==> config.mk <==
export PLATFORM = sky130hd
export DESIGN_NAME = alu_fault_pipe_flat
export DESIGN_NICKNAME = d
export VERILOG_FILES = /design/src/rtl/alu_fault_pipe_if.sv /design/src/rtl/alu_fault_pipe.sv /design/src/flat_wrapper.sv
export SDC_FILE = /design/constraint.sdc
export NUM_CORES = 1
export LEC_CHECK = 0
export CORE_AREA = 2 2 105 107
export CTS_BUF_LIST = sky130_fd_sc_hd__clkbuf_16
export CTS_CLUSTER_SIZE = 14
export DETAILED_ROUTE_END_ITERATION = 8
export DIE_AREA = 0 0 107 109
export PLACE_DENSITY = 0.65
export SETUP_SLACK_MARGIN = 0.02
export SYNTH_ARGS = -nofsm -noshare
export SYNTH_HDL_FRONTEND = slang
export SYNTH_SLANG_ARGS = --single-unit
==> constraint.sdc <==
create_clock -name clk -period 3.6 [get_ports clk]
set_clock_uncertainty 0.2 [all_clocks]
set_input_delay 0.54 -clock clk [delete_from_list [all_inputs] [get_ports clk]]
set_output_delay 0.54 -clock clk [all_outputs]
set_load 0.01 [all_outputs]
==> src/rtl/alu_fault_pipe_if.sv <==
// Operand/result handshake and fault-config bundle for alu_fault_pipe.
// master drives operands and config, slave is the ALU pipe.
interface alu_fault_pipe_if #(
  parameter int WIDTH = 8,
  parameter int CNT_W = 16
);
  localparam int BW = $clog2(WIDTH);

  logic             in_valid;
  logic             in_ready;
  logic [WIDTH-1:0] A;
  logic [WIDTH-1:0] B;
  logic [2:0]       opcode;
  logic             cfg_we;
  logic [1:0]       cfg_mode;
  logic [BW-1:0]    cfg_bit;
  logic [7:0]       cfg_opmask;
  logic             out_valid;
  logic             out_ready;
  logic [WIDTH-1:0] result;
  logic             zero_flag;
  logic             carry_flag;
  logic             fault_hit;
  logic [CNT_W-1:0] fault_count;

  modport master (
    output in_valid, A, B, opcode,
    output cfg_we, cfg_mode, cfg_bit, cfg_opmask,
    output out_ready,
    input  in_ready, out_valid, result,
    input  zero_flag, carry_flag, fault_hit,
    input  fault_count
  );

  modport slave (
    input  in_valid, A, B, opcode,
    input  cfg_we, cfg_mode, cfg_bit, cfg_opmask,
    input  out_ready,
    output in_ready, out_valid, result,
    output zero_flag, carry_flag, fault_hit,
    output fault_count
  );
endinterface

==> src/rtl/alu_fault_pipe.sv <==
// Two-stage ALU pipe with programmable result-bit fault injection.
// ALU_FAULT_CNT_EN builds the saturating fault-hit counter.
module alu_fault_pipe #(
  parameter int WIDTH = 8,
  parameter int CNT_W = 16
) (
  input  logic                clk,
  input  logic                rst,
  alu_fault_pipe_if.slave     bus
);
  localparam int BW = $clog2(WIDTH);

  typedef struct packed {
    logic [1:0]    mode;
    logic [BW-1:0] bit_idx;
    logic [7:0]    mask;
  } cfg_t;

  typedef struct packed {
    logic [WIDTH-1:0] a;
    logic [WIDTH-1:0] b;
    logic [2:0]       op;
    cfg_t             cfg;
  } s1_t;

  cfg_t cfg;
  s1_t  s1;
  logic s1_valid;
  logic s2_valid;
  logic s1_ready;
  logic s2_ready;

  logic [WIDTH-1:0] s2_res;
  logic             s2_zero;
  logic             s2_carry;
  logic             s2_hit;

  logic [WIDTH:0]   gold;
  logic [WIDTH-1:0] fmask;
  logic [WIDTH-1:0] fres;
  logic             f_en;

  assign s2_ready = !s2_valid || bus.out_ready;
  assign s1_ready = !s1_valid || s2_ready;

  always_comb begin
    gold = '0;
    case (s1.op)
      3'b000: gold = {1'b0, s1.a} + {1'b0, s1.b};
      3'b001: gold = {s1.a < s1.b, s1.a - s1.b};
      3'b010: gold = {1'b0, s1.a & s1.b};
      3'b011: gold = {1'b0, s1.a | s1.b};
      3'b100: gold = {1'b0, s1.a ^ s1.b};
      3'b101: gold = {{WIDTH{1'b0}}, s1.a == s1.b};
      3'b110: gold = {{WIDTH{1'b0}}, s1.a < s1.b};
      default: gold = '0;
    endcase
  end

  // An out-of-range bit index matches no position, leaving fmask empty.
  always_comb begin
    fmask = '0;
    for (int i = 0; i < WIDTH; i++)
      fmask[i] = (s1.cfg.bit_idx == BW'(i));
  end

  assign f_en = (s1.cfg.mode != 2'b00) && s1.cfg.mask[s1.op];

  always_comb begin
    fres = gold[WIDTH-1:0];
    if (f_en) begin
      unique case (1'b1)
        (s1.cfg.mode == 2'b01): fres = gold[WIDTH-1:0] ^ fmask;
        (s1.cfg.mode == 2'b10): fres = gold[WIDTH-1:0] & ~fmask;
        default:                fres = gold[WIDTH-1:0] | fmask;
      endcase
    end
  end

  always_ff @(posedge clk) begin
    if (rst) begin
      cfg      <= '0;
      s1       <= '0;
      s1_valid <= 1'b0;
      s2_valid <= 1'b0;
      s2_res   <= '0;
      s2_zero  <= 1'b0;
      s2_carry <= 1'b0;
      s2_hit   <= 1'b0;
    end else begin
      if (bus.cfg_we)
        cfg <= '{mode:    bus.cfg_mode,
                 bit_idx: bus.cfg_bit,
                 mask:    bus.cfg_opmask};
      if (s1_ready) begin
        s1_valid <= bus.in_valid;
        if (bus.in_valid)
          s1 <= '{a: bus.A, b: bus.B,
                  op: bus.opcode, cfg: cfg};
      end
      if (s2_ready) begin
        s2_valid <= s1_valid;
        if (s1_valid) begin
          s2_res   <= fres;
          s2_zero  <= (fres == '0);
          s2_carry <= gold[WIDTH];
          s2_hit   <= (fres != gold[WIDTH-1:0]);
        end
      end
    end
  end

  assign bus.in_ready   = s1_ready;
  assign bus.out_valid  = s2_valid;
  assign bus.result     = s2_res;
  assign bus.zero_flag  = s2_zero;
  assign bus.carry_flag = s2_carry;
  assign bus.fault_hit  = s2_hit;

`ifdef ALU_FAULT_CNT_EN
  logic [CNT_W-1:0] cnt;

  always_ff @(posedge clk) begin
    if (rst)
      cnt <= '0;
    else if (s2_valid && bus.out_ready && s2_hit && !(&cnt))
      cnt <= cnt + 1'b1;
  end

  assign bus.fault_count = cnt;
`else
  assign bus.fault_count = {CNT_W{1'b0}};
`endif

endmodule
==> src/flat_wrapper.sv <==
// flat-port wrapper written by rule: the top's interface ports become plain ports
module alu_fault_pipe_flat 
#(
  parameter int WIDTH = 8,
  parameter int CNT_W = 16
)
  (clk, rst, bus_in_valid, bus_A, bus_B, bus_opcode, bus_cfg_we, bus_cfg_mode, bus_cfg_bit, bus_cfg_opmask, bus_out_ready, bus_in_ready, bus_out_valid, bus_result, bus_zero_flag, bus_carry_flag, bus_fault_hit, bus_fault_count);
  alu_fault_pipe_if #(.WIDTH(WIDTH), .CNT_W(CNT_W)) bus_i ();
  input  logic clk;
  input  logic rst;
  input wire logic [$bits(bus_i.in_valid)-1:0] bus_in_valid;
  input wire logic [$bits(bus_i.A)-1:0] bus_A;
  input wire logic [$bits(bus_i.B)-1:0] bus_B;
  input wire logic [$bits(bus_i.opcode)-1:0] bus_opcode;
  input wire logic [$bits(bus_i.cfg_we)-1:0] bus_cfg_we;
  input wire logic [$bits(bus_i.cfg_mode)-1:0] bus_cfg_mode;
  input wire logic [$bits(bus_i.cfg_bit)-1:0] bus_cfg_bit;
  input wire logic [$bits(bus_i.cfg_opmask)-1:0] bus_cfg_opmask;
  input wire logic [$bits(bus_i.out_ready)-1:0] bus_out_ready;
  output wire logic [$bits(bus_i.in_ready)-1:0] bus_in_ready;
  output wire logic [$bits(bus_i.out_valid)-1:0] bus_out_valid;
  output wire logic [$bits(bus_i.result)-1:0] bus_result;
  output wire logic [$bits(bus_i.zero_flag)-1:0] bus_zero_flag;
  output wire logic [$bits(bus_i.carry_flag)-1:0] bus_carry_flag;
  output wire logic [$bits(bus_i.fault_hit)-1:0] bus_fault_hit;
  output wire logic [$bits(bus_i.fault_count)-1:0] bus_fault_count;
  assign bus_i.in_valid = bus_in_valid;
  assign bus_i.A = bus_A;
  assign bus_i.B = bus_B;
  assign bus_i.opcode = bus_opcode;
  assign bus_i.cfg_we = bus_cfg_we;
  assign bus_i.cfg_mode = bus_cfg_mode;
  assign bus_i.cfg_bit = bus_cfg_bit;
  assign bus_i.cfg_opmask = bus_cfg_opmask;
  assign bus_i.out_ready = bus_out_ready;
  assign bus_in_ready = bus_i.in_ready;
  assign bus_out_valid = bus_i.out_valid;
  assign bus_result = bus_i.result;
  assign bus_zero_flag = bus_i.zero_flag;
  assign bus_carry_flag = bus_i.carry_flag;
  assign bus_fault_hit = bus_i.fault_hit;
  assign bus_fault_count = bus_i.fault_count;
  alu_fault_pipe #(.WIDTH(WIDTH), .CNT_W(CNT_W)) u_core (.clk(clk), .rst(rst), .bus(bus_i));
endmodule
==> metrics.cfg <==
[global_routing]
busiest_layer = met2
grt_max_degree = 48
grt_pass1_wl_mm = 17.9
use_met3_pct = 4.30
antenna_found_initial = 0
grt.overflow.total = 0
first_global_vias = 3775
grt_usage_pct = 19.4
met1_usage_pct = 24.5
use_met2_pct = 32.2

[detailed_routing]
routedWlPerCell_um = 14.7
ant_nets = 0
drc = 0
drtIter0Drc = 240
drt-total-wl_mm = 11.0
via_count = 3936
avgViaCountPerCell = 5.28
firstDrtPassIters = 4

[cells_and_area]
fin_area_um2 = 5490
fill_cells = 988
diodes = 0
final_nets = 685
finalCoreUtilization_pct = 51.8
drive_gt1_share_pct = 18.8
instances_no_fill = 745
syn2layout_area_growth_pct = 29.7

[synth]
synth_flop_cell = dfxtp_1
netlist-cell-type-count = 64
synth_area_leaders = dfxtp_1 27%, ha_1 13%, nand2_1 7.7%
syn_area_um2 = 4230
syn_area_per_cell_um2 = 7.87
synth_area_leader_cell = dfxtp_1
synth_cells = 538
ys_warn_count = 0
ys_seq_elements = 58
yosysTopAreaCellShare_pct = 27.4
synth-edff-count = 0
async_reset_ff_share_pct = 0
seq_area_frac_synth_pct = 27.4

[clock_tree]
cts_tree = built
clock_latency_ns = 0.32
clk_path_buf_depth = 2
cts-root-buf = clkbuf_16
clk_pin_slew_ns = 0.05
cts_sinks = 58
h-tree-depth = 3
cts_buffers = 9

[sta]
setup_tns_ns = 0
timing_hold_violations_final = 0
period_needed_ns = 3.52
final-max-slew-violation-count = 0
tightest_slew_ns = 1.22
setup_slack_ns = 0.0784
slew_headroom_pct = 18.8
setup_viol_count_final = 0
grt_setup_unrepaired = yes
fmax_mhz = 284
fin_crit_sh_pct = 97.8
holdWs_ns = 0.251

[placement]
pre_cts_ws_ns = -0.155
placed_cell_area_um2 = 4930
gp_congestion = 0.898
place_inst = 724
port_buffers = 49
dp_hpwl_mm = 7.89

[floorplan]
core_area_um2 = 10600
core.rowCount = 38
die_h_um = 109
start_util_pct = 39.9
die_w_um = 107
dieArea_um2 = 11700
ios = 66

[pwr]
power.density_nw_per_um2 = 373
ir_drop_mv = 0.340
finalPower_mw = 2.05
p_leak_nw = 2.32

[setup_path]
worst-path-buf-inv = 2
critPathLaunchType = flop
r2r-start = u_core.s1[24]$_SDFFE_PP0P_
cp.arrival_ns = 3.52
cp-end-kind = flop
path_max_fanout = 3
startpoint = u_core.s1[24]$_SDFFE_PP0P_
cpLargestDelayFamily = compound AO/OA/AOI/OAI gates
crit_required_ns = 3.60
cpPeakStageDelay_ns = 0.41
worstPathCellList = ha_4 -> fa_2 -> a21o_4 -> a22o_1 -> a221oi_2 -> a21bo_1 -> a21oi_2 -> inv_2 -> ha_4 -> inv_2 -> a221oi_2 -> a21oi_2 -> nand2_1 -> o211ai_1 -> o21ai_1 -> nor2_1
cp_slowest_cell = fa_2
crit_type = reg -> reg

[job]
cap_violations = 0

[hold_path]
hp-class = reg -> reg
hp-start = u_core.s1[3]$_SDFFE_PP0P_

[run_status]
status = finished, final reports clean

## where the power goes
group	leakage, nW	internal, mW	switching, mW	total [mW]
Combinational	1.71	0.292	0.328	0.620
Sequential	0.477	0.679	0.0273	0.706
Clock	0.126	0.448	0.274	0.722
## cell families (layout without fill, tap and decap cells)
group	after synthesis	after routing	share of synthesized area, %
simple gates	185	185	20.0
compound gates	119	119	19.4
buf+inv	94	146	10.3
flops	58	58	27.4
fa+ha+maj	46	46	13.9
mux	27	27	7.27
xor+xnor	8	8	1.65
other cells	1	16	0.0886
## synthesized netlist by cell type, types with 4 or more instances
cell type and instances:
mux2i_1 24, nand3b_1 4, ha_1 44, dfxtp_1 58, a21oi_1 57, nor2_1 48, inv_1 40, inv_2 4
nand2b_1 4, o21ai_0 4, clkbuf_1 20, nor2b_1 7, nand2_1 87, nor3_1 7, buf_2 5, buf_1 6
a221oi_1 9, and2_1 4, a211oi_1 8, xor2_1 5, buf_4 18, a211o_1 5
## tightest hold or removal path: stages (launching register included)
cell and delay [ns]:
dfxtp_1 0.30, nand2_1 0.05, a21oi_1 0.05
## layer usage
| layer | wire (µm) | up-vias |
|---|---|---|
| met5 | 0 | - |
| li1 | - | 1931 |
| met2 | 5250 | 132 |
| met3 | 613 | 27 |
| met1 | 4790 | 1846 |
| met4 | 328 | 0 |
## cell usage in the layout, fill, tap and decap left out, types with 16 or more instances in the layout
cell and n:
nor2_1 48, clkdlybuf4s50_1 48, inv_1 36, dfxtp_1 56
mux2i_1 23, ha_1 34, conb_1 16, a21oi_1 51
buf_4 38, nand2_1 87
## registers in the layout, indices dropped and copies added, names as in the netlist
| name | count |
|---|---|
| u_core.bus.zero_flag | 1 |
| u_core.bus.carry_flag | 1 |
| u_core.bus.result | 8 |
| u_core.s1_valid | 1 |
| u_core.cfg | 13 |
| u_core.s1 | 32 |
| u_core.bus.out_valid | 1 |
| u_core.bus.fault_hit | 1 |
## timing repair
item / in CTS / in global routing
resized for setup: 8 / 41
hold buffers: 0 / 0
setup buffers: 1 / 6
setup endpoints to repair: 3 / 4
hold endpoints to repair: 0 / 0
pin swaps: 3 / 19
## path summary, 6_finish.rpt
kind                                                          end  slack, ns  depth (start not counted)
worst min register to register          u_core.s1[3]$_SDFFE_PP0P_       0.25                          2
worst max register to register  u_core.bus.result[6]$_SDFFE_PP0P_       0.08                         16
worst max-delay path            u_core.bus.result[6]$_SDFFE_PP0P_       0.08                         16
worst min-delay path                    u_core.s1[3]$_SDFFE_PP0P_       0.25                          2
## area by class of cell
class                           instances  area [µm²]  share of cell area, %
Clock buffer                            9         225                   4.10
Inverter                               44         165                   3.01
Sequential cell                        58        1160                   21.2
Tap cell                              140         175                   3.19
Timing Repair Buffer                   88         782                   14.2
Multi-Input combinational cell        401        2960                   53.8
Clock inverter                          5        25.0                  0.456
No activity file was read; power rests on OpenSTA's default activity.
